`src/rtl/rsa_mont_mul.sv`:
```
// Bit-serial radix-2 Montgomery multiplier: p = a*b*2^-WIDTH mod m.
// Takes one multiplier bit per enabled cycle, then runs a single conditional-subtract correction.
module rsa_mont_mul #(
    parameter int WIDTH = 8
) (
    input  logic             clk,
    input  logic             rst_n,
    input  logic             ena,
    input  logic             start,
    input  logic [WIDTH-1:0] a,
    input  logic [WIDTH-1:0] b,
    input  logic [WIDTH-1:0] m,
    output logic             busy,
    output logic             done,
    output logic             err,
    output logic [WIDTH-1:0] p
);

    localparam int CW = (WIDTH > 1) ? $clog2(WIDTH) : 1;
    localparam logic [CW-1:0] LAST = CW'(WIDTH - 1);

    typedef enum logic [1:0] {
        S_IDLE,
        S_ITER,
        S_CORR,
        S_FIN
    } state_t;

    state_t state, state_next;

    logic [WIDTH-1:0] a_reg, b_reg, m_reg;
    logic [WIDTH+1:0] acc;
    logic [CW-1:0]    cnt;

    logic [WIDTH+1:0] b_ext, m_ext, t, u;
    logic             accept;

    // Two guard bits: acc < 2m, so t + m < 4m fits without overflow.
    assign b_ext  = {2'b00, b_reg};
    assign m_ext  = {2'b00, m_reg};
    assign t      = acc + (a_reg[cnt] ? b_ext : '0);
    assign u      = t + (t[0] ? m_ext : '0);
    assign accept = (state == S_IDLE) && start && ena;

    always_ff @(posedge clk or negedge rst_n) begin
        if (!rst_n) begin
            state <= S_IDLE;
        end else if (ena) begin
            // NOTE: sequential state uses non-blocking assignments so every register
            // samples the pre-edge values regardless of process evaluation order.
            state <= state_next;
        end
    end

    always_comb begin
        // NOTE: defaults first so no path leaves an output unassigned (no latch).
        state_next = state;
        busy       = 1'b0;
        done       = 1'b0;
        unique case (state)
            S_IDLE: begin
                if (start) begin
                    state_next = m[0] ? S_ITER : S_FIN;
                end
            end
            S_ITER: begin
                busy = 1'b1;
                if (cnt == LAST) begin
                    state_next = S_CORR;
                end
            end
            S_CORR: begin
                busy       = 1'b1;
                state_next = S_FIN;
            end
            S_FIN: begin
                done       = 1'b1;
                state_next = S_IDLE;
            end
            default: state_next = S_IDLE;
        endcase
    end

    always_ff @(posedge clk or negedge rst_n) begin
        if (!rst_n) begin
            // NOTE: operand registers are reset too; they are few flops and this keeps
            // every path deterministic after reset rather than relying on X-tolerance.
            a_reg <= '0;
            b_reg <= '0;
            m_reg <= '0;
            acc   <= '0;
            cnt   <= '0;
            err   <= 1'b0;
            p     <= '0;
        end else if (ena) begin
            if (accept) begin
                a_reg <= a;
                b_reg <= b;
                m_reg <= m;
                acc   <= '0;
                cnt   <= '0;
                err   <= ~m[0];
                if (!m[0]) begin
                    p <= '0;
                end
            end else if (state == S_ITER) begin
                acc <= u >> 1;
                cnt <= cnt + 1'b1;
            end else if (state == S_CORR) begin
                p <= (acc >= m_ext) ? WIDTH'(acc - m_ext) : WIDTH'(acc);
            end
        end
    end

endmodule
```
`config.mk`:
```
export PLATFORM = sky130hd
export DESIGN_NAME = rsa_mont_mul
export DESIGN_NICKNAME = d
export VERILOG_FILES = /design/src/rtl/rsa_mont_mul.sv
export SDC_FILE = /design/constraint.sdc
export NUM_CORES = 1
export LEC_CHECK = 0
export CAP_MARGIN = 15
export CORE_MARGIN = 1
export CORE_UTILIZATION = 30
export DETAILED_ROUTE_END_ITERATION = 6
export PLACE_DENSITY = 0.45
export RECOVER_POWER = 50
export SLEW_MARGIN = 20
export SYNTH_ARGS = -nofsm -noshare
export SYNTH_HDL_FRONTEND = slang
export SYNTH_SLANG_ARGS = --single-unit
export TNS_END_PERCENT = 1
```
`constraint.sdc`:
```
create_clock -name clk -period 5.35 [get_ports clk]
set_input_delay 0.535 -clock clk [delete_from_list [all_inputs] [get_ports clk]]
set_output_delay 0.535 -clock clk [all_outputs]
set_load 0.01 [all_outputs]
```
==> results.yml, run 1 <==
worst_setup_path:
  reg2regPathDepth: 16
  path_buf_inv: 1
  slowest_delay_ns: 0.54
  endpoint_kind: "flip-flop"
  timing.critical_path.to: "acc[8]$_DFFE_PN0P_"
  r2r_end: "acc[8]$_DFFE_PN0P_"
  critPathMaxFanout: 8
  worstPathArrival_ns: 4.63
  rrSetupSlack_ns: 0.97
  r2r_start: "cnt[0]$_DFFE_PN0P_"
  crit_type: "reg -> reg"
  cp_slowest_cell: "mux4_2"
  crit_path_start: "cnt[0]$_DFFE_PN0P_"
  cp_cell_sequence: "mux4_2, mux2i_2, nand2b_1, inv_2, ha_1, a211o_1, a21o_1, a211oi_1, nor2_1, ha_1, a21o_1, a221o_1, a31oi_2, o21bai_1, a211o_1, nand3_1"
  startpoint_type: "flip-flop"
  cp_data_required_time_ns: 5.60
  crit_family: "compound AO/OA/AOI/OAI gates"
  worst-path-stages: 16
placement:
  placed_cell_area_um2: 3730
  dp_hpwl_um: 5690
  finalWeightedCongestion: 0.764
  port_buffers: 38
synthesis:
  ys_seq_area_frac: 0.367
  synth_top_cell_by_area: "dfrtp_1"
  yosys_warnings: 0
  synthTopCellsByArea: "dfrtp_1, ha_1, nand2_1, o21ai_0, xnor2_1"
  syn-num-nets: 414
  syn_inst: 352
  synth-main-ff-cell: "dfrtp_1"
  synthArstFlopShare: 1.00
  avgSynthCellArea_um2: 9.11
  synth_edf_count: 0
  yosys.cell_types.count: 54
  synth-seq-cells: 47
  yosysTopAreaCellShare: 0.367
  netlist_area_um2: 3210
clock_network:
  clk_pin_slew_ns: 0.10
  cts_hold_buf: 0
  cts_htree_levels: 2
  clockBufferDepth: 2
  cts_resized: 0
  post_cts_buffers: 0
  clk_latency_ns: 0.31
  clock-sinks: 47
  cts_inserted_buffers: 5
  clock-root-buffer: "clkbuf_8"
  cts_tree: "yes"
grt:
  grt_pass1_wl_um: 12500
  antenna_found_initial: 0
  grt_use_total: 0.141
  grt.overflow.total: 0
  grt_pass1_vias: 2575
  grt_max_degree: 48
finish:
  layout_commonest_cell: "nand2_1"
  final_cell_area_um2: 3860
  largest_register_ffs: 9
  final_util: 0.374
  insertedDiodeCount: 0
  largest-register: "acc"
  nFillCells: 1072
  syn2layout_area_growth_pct: 20.4
  multi_input_area_um2: 1920
  layout_common_cells: "nand2_1, dfrtp_1, clkdlybuf4s50_1, ha_1, o21ai_0"
  drive_gt1_frac: 0.0691
  seq_area_um2: 1180
  nNetsFinal: 452
detailed_routing:
  dr.pass1.iters: 4
  wl_um: 7370
  antenna_left: 0
  drt_iter0_markers: 76
  drc: 0
  vias_per_cell: 4.84
  wl_per_cell_um: 14.0
  vias: 2552
die:
  die-area_um2: 11100
  fp.coreArea_um2: 10300
  start_util: 0.311
  ios: 39
  dieWidth_um: 105
  die_h_um: 105
  num_rows: 37
sta:
  tns_ns: 0
  worst_slew_pin_slew_ns: 2.65
  hold_viol: 0
  fin_worst_skew_ns: 0.0120
  fin_crit_ns: 4.38
  fin_crit_sh: 0.819
  whs_ns: 0.477
  relSlewSlack: -0.765
  setup_violations: 0
  slew_violations: 48
  fmax_mhz: 228
  rsz0062_at_grt: "no"
status:
  status: "finished, violations left"
  violations: "capacitance limit, slew limit"
power_and_ir_drop:
  power_density_nw_per_um2: 585
  ir_worst_vdd_v: 0.000258
  p_total_w: 0.00226
  leakagePower_nw: 1.79
worst_hold_path:
  hp-class: "reg -> reg"
run:
  cap_violations: 1
## layout make-up
class	instances	area share
clock buffers	5	0.0178
well taps	136	0.0441
inverters	18	0.0175
flip-flops and latches	47	0.305
multi-input cells	278	0.498
clock inverters	3	0.0175
repair buffers	40	0.100
## cell usage after synthesis, types with 4 or more instances
| master | number |
|---|---|
| buf_2 | 4 |
| clkbuf_1 | 5 |
| a21o_1 | 8 |
| nor2_1 | 11 |
| ha_1 | 31 |
| nand4_1 | 4 |
| and2_1 | 8 |
| o21ai_1 | 9 |
| xnor2_1 | 9 |
| o21ai_0 | 22 |
| o21a_1 | 7 |
| xor2_1 | 5 |
| nor2b_1 | 9 |
| a21oi_1 | 9 |
| nand3_1 | 6 |
| nand2_1 | 82 |
| dfrtp_1 | 47 |
| inv_1 | 17 |
| mux2i_1 | 6 |
## how the worst min path moves through the flow
stage | slack, ns | to | depth (start not counted) | from
3_5_place_dp | 0.46 | b_reg[5]$_DFFE_PN0P_ | 2 | b_reg[5]$_DFFE_PN0P_
6_report | 0.48 | p[0]$_DFFE_PN0P_ | 2 | p[0]$_DFFE_PN0P_
5_1_grt | 0.52 | p[0]$_DFFE_PN0P_ | 2 | p[0]$_DFFE_PN0P_
4_1_cts | 0.36 | p[2]$_DFFE_PN0P_ | 2 | rst_n
3_3_place_gp | 0.46 | b_reg[5]$_DFFE_PN0P_ | 2 | b_reg[5]$_DFFE_PN0P_
2_1_floorplan | 0.24 | a_reg[0]$_DFFE_PN0P_ | 0 | rst_n
## metrics by stage
step | std cells | worst slack [ns]
after global placement | 519 | 1.08
final | 527 | 0.969
after detailed placement | 519 | 0.981
after global routing | 527 | 0.632
after CTS | 527 | 0.922
after floorplan | 352 | 1.33
## logic make-up after synthesis
group,synth area share
AND/OR/NAND/NOR,0.190
multiplexers,0.0418
buffers and inverters,0.0332
AO/OA/AOI/OAI,0.190
flip-flops,0.367
adder cells (fa/ha/maj),0.140
XOR/XNOR,0.0383
## tightest hold or removal path: cells and delay by family, from the launching register on
family	cells	cell delay, ns
AOI/OAI and AO/OA	1	0.04
and+or+nand+nor	1	0.06
DFF	1	0.35
## layer usage
| metal | wire length (um) | global-route usage | vias up |
|---|---|---|---|
| met1 | 3740 | 0.195 | 1212 |
| met2 | 3370 | 0.227 | 32 |
| li1 | - | - | 1301 |
| met3 | 167 | 0.0241 | 7 |
| met4 | 92 | 0.0372 | 0 |
| met5 | 0 | 0 | - |
## power by group
part / total [W] / leakage, nW / internal [W] / switching, W
Combinational: 0.00132 / 1.13 / 0.000610 / 0.000711
Sequential: 0.000616 / 0.602 / 0.000503 / 0.000113
Clock: 0.000320 / 0.0644 / 0.000187 / 0.000133
Total: 0.00226 / 1.79 / 0.00130 / 0.000957
No activity file was read; power rests on OpenSTA's default activity.
==> run 2, diff against run 1 <==
==> constraint.sdc (replaced) <==
create_clock -name clk -period 4.3 [get_ports clk]
set_input_delay 0.43 -clock clk [delete_from_list [all_inputs] [get_ports clk]]
set_output_delay 0.43 -clock clk [all_outputs]
set_load 0.01 [all_outputs]
==> run 2 against run 1 <==
The flow still finishes with violations (capacitance limit, slew limit). Routed wire length rose by 2.9%. Critical path depth did not move. Global-route usage rose by 0.67 points. Clock power fell by 11%. Sequential power rose by 24%. Worst setup slack got worse by 0.72 ns. Count of clock-buffer cells in the layout did not move. Combinational power rose by 31%. Worst hold slack improved by 0.0040 ns. Largest cell class unchanged. Largest power group unchanged. Highest routed layer unchanged.
==> results.yml, run 2 (synthesis gave the netlist of run 1 again) <==
finish:
  layout_commonest_cell: "nand2_1"
  drive_gt1_frac: 0.0886
  insertedDiodeCount: 0
  syn2layout_area_growth_pct: 20.8
  largest-register: "acc"
  nNetsFinal: 456
  nFillCells: 1074
  stdcell_count: 531
  layout_common_cells: "nand2_1, dfrtp_1, clkdlybuf4s50_1, ha_1, o21ai_0"
  largest_register_ffs: 9
die:
  ios: 39
  start_util: 0.311
  dieWidth_um: 105
  num_rows: 37
  die-area_um2: 11100
  fp.coreArea_um2: 10300
  die_h_um: 105
clock_network:
  clock-root-buffer: "clkbuf_8"
  clockBufferDepth: 2
  cts_inserted_buffers: 5
  clock-sinks: 47
  cts_htree_levels: 2
  cts_hold_buf: 0
  cts_tree: "yes"
  clk_latency_ns: 0.32
  clk_pin_slew_ns: 0.09
worst_hold_path:
  min_from: "a_reg[0]$_DFFE_PN0P_"
  min_path_cells: 2
  holdPathEnd: "a_reg[0]$_DFFE_PN0P_"
  hp-class: "reg -> reg"
placement:
  dp_hpwl_um: 5840
  dp_cells: 521
  port_buffers: 38
  finalWeightedCongestion: 0.853
sta:
  fmax_mhz: 247
  fin_crit_ns: 4.05
  tns_ns: 0
  setup_violations: 0
  slew_violations: 48
  fin_crit_sh: 0.942
  worst_slew_pin_slew_ns: 2.70
  rsz0062_at_grt: "no"
  hold_viol: 0
  fin_worst_skew_ns: 0.00843
  relSlewSlack: -0.803
worst_setup_path:
  r2r_start: "cnt[0]$_DFFE_PN0P_"
  cp_data_required_time_ns: 4.55
  endpoint_kind: "flip-flop"
  reg2regPathDepth: 16
  startpoint_type: "flip-flop"
  r2r_end: "acc[8]$_DFFE_PN0P_"
  critPathMaxFanout: 5
  worstPathArrival_ns: 4.30
  crit_type: "reg -> reg"
  rrSetupSlack_ns: 0.25
detailed_routing:
  drt_iter0_markers: 67
  dr.pass1.iters: 6
  wl_per_cell_um: 14.3
  wl_um: 7580
  vias_per_cell: 4.84
  antenna_left: 0
  vias: 2572
  drc: 0
grt:
  grt.overflow.total: 0
  antenna_found_initial: 0
  grt_max_degree: 48
  grt_pass1_wl_um: 12900
  grt_pass1_vias: 2567
  grt_use_total: 0.148
status:
  status: "finished, violations left"
  violations: "capacitance limit, slew limit"
power_and_ir_drop:
  power_density_nw_per_um2: 719
  leakagePower_nw: 1.79
  ir_worst_vdd_v: 0.000264
run:
  cap_violations: 1
run 2: where the power goes:
part	switching, W	leakage, nW	internal (W)	total, W
registers	0.000138	0.600	0.000627	0.000765
clock network	0.000171	0.0402	0.000114	0.000284
logic	0.000920	1.15	0.000814	0.00173
total	0.00123	1.79	0.00155	0.00278
run 2: how the worst max path moves through the flow:
stage                        from  slack, ns                  to
2_1_floorplan  cnt[0]$_DFFE_PN0P_       0.28  acc[8]$_DFFE_PN0P_
6_report       cnt[0]$_DFFE_PN0P_       0.25  acc[8]$_DFFE_PN0P_
3_5_place_dp   cnt[0]$_DFFE_PN0P_       0.07  acc[8]$_DFFE_PN0P_
3_3_place_gp   cnt[0]$_DFFE_PN0P_       0.19  acc[8]$_DFFE_PN0P_
5_1_grt        cnt[0]$_DFFE_PN0P_      0.005  acc[8]$_DFFE_PN0P_
4_1_cts        cnt[0]$_DFFE_PN0P_       0.04  acc[8]$_DFFE_PN0P_
run 2: per-layer routing:
| layer | up-vias | share of wire | GRT usage |
|---|---|---|---|
| met5 | - | 0 | 0 |
| met4 | 0 | 0.011 | 0.0392 |
| met3 | 7 | 0.026 | 0.0278 |
| met2 | 33 | 0.47 | 0.238 |
| met1 | 1221 | 0.50 | 0.203 |
| li1 | 1311 | - | - |
run 2: through the flow:
stage | setup WS, ns | cell area, um2 | hold WS [ns] | power, W | util
after global placement | 0.195 | 3740 | 0.461 | 0.00246 | 0.363
after CTS | 0.0422 | 3830 | 0.238 | 0.00277 | 0.371
after detailed placement | 0.0665 | 3740 | 0.459 | 0.00247 | 0.363
after global routing | 0.00526 | 3870 | 0.505 | 0.00308 | 0.375
final | 0.249 | 3870 | 0.481 | 0.00278 | 0.375
after floorplan | 0.281 | 3210 | 0.134 | 0.00202 | -
run 2: area by class of cell:
class | count | area [um2] | area share
clock buffers | 5 | 68.8 | 0.0178
clock inverters | 3 | 20.0 | 0.00517
inverters | 18 | 67.6 | 0.0175
multi-input cells | 278 | 1950 | 0.504
flip-flops and latches | 47 | 1180 | 0.304
well taps | 136 | 170 | 0.0440
repair buffers | 44 | 417 | 0.108
run 2: repair_timing:
item,in CTS,in global routing
endpoints found under the hold margin,0,0
setup buffers,0,2
endpoints found under the setup margin,0,2
resized for setup,0,7
run 2: worst max-delay path, stage by stage (launching register included):
cell and delay (ns):
dfrtp_2 0.43, mux4_2 0.54, mux2i_4 0.20, nand2b_4 0.18, inv_2 0.03, ha_1 0.28
a211o_1 0.31, a21o_1 0.17, a211oi_1 0.24, nor2_1 0.10, ha_1 0.31, a21o_1 0.19
a221o_1 0.35, a31oi_2 0.18, o21bai_1 0.12, a211o_1 0.30, nand3_1 0.06
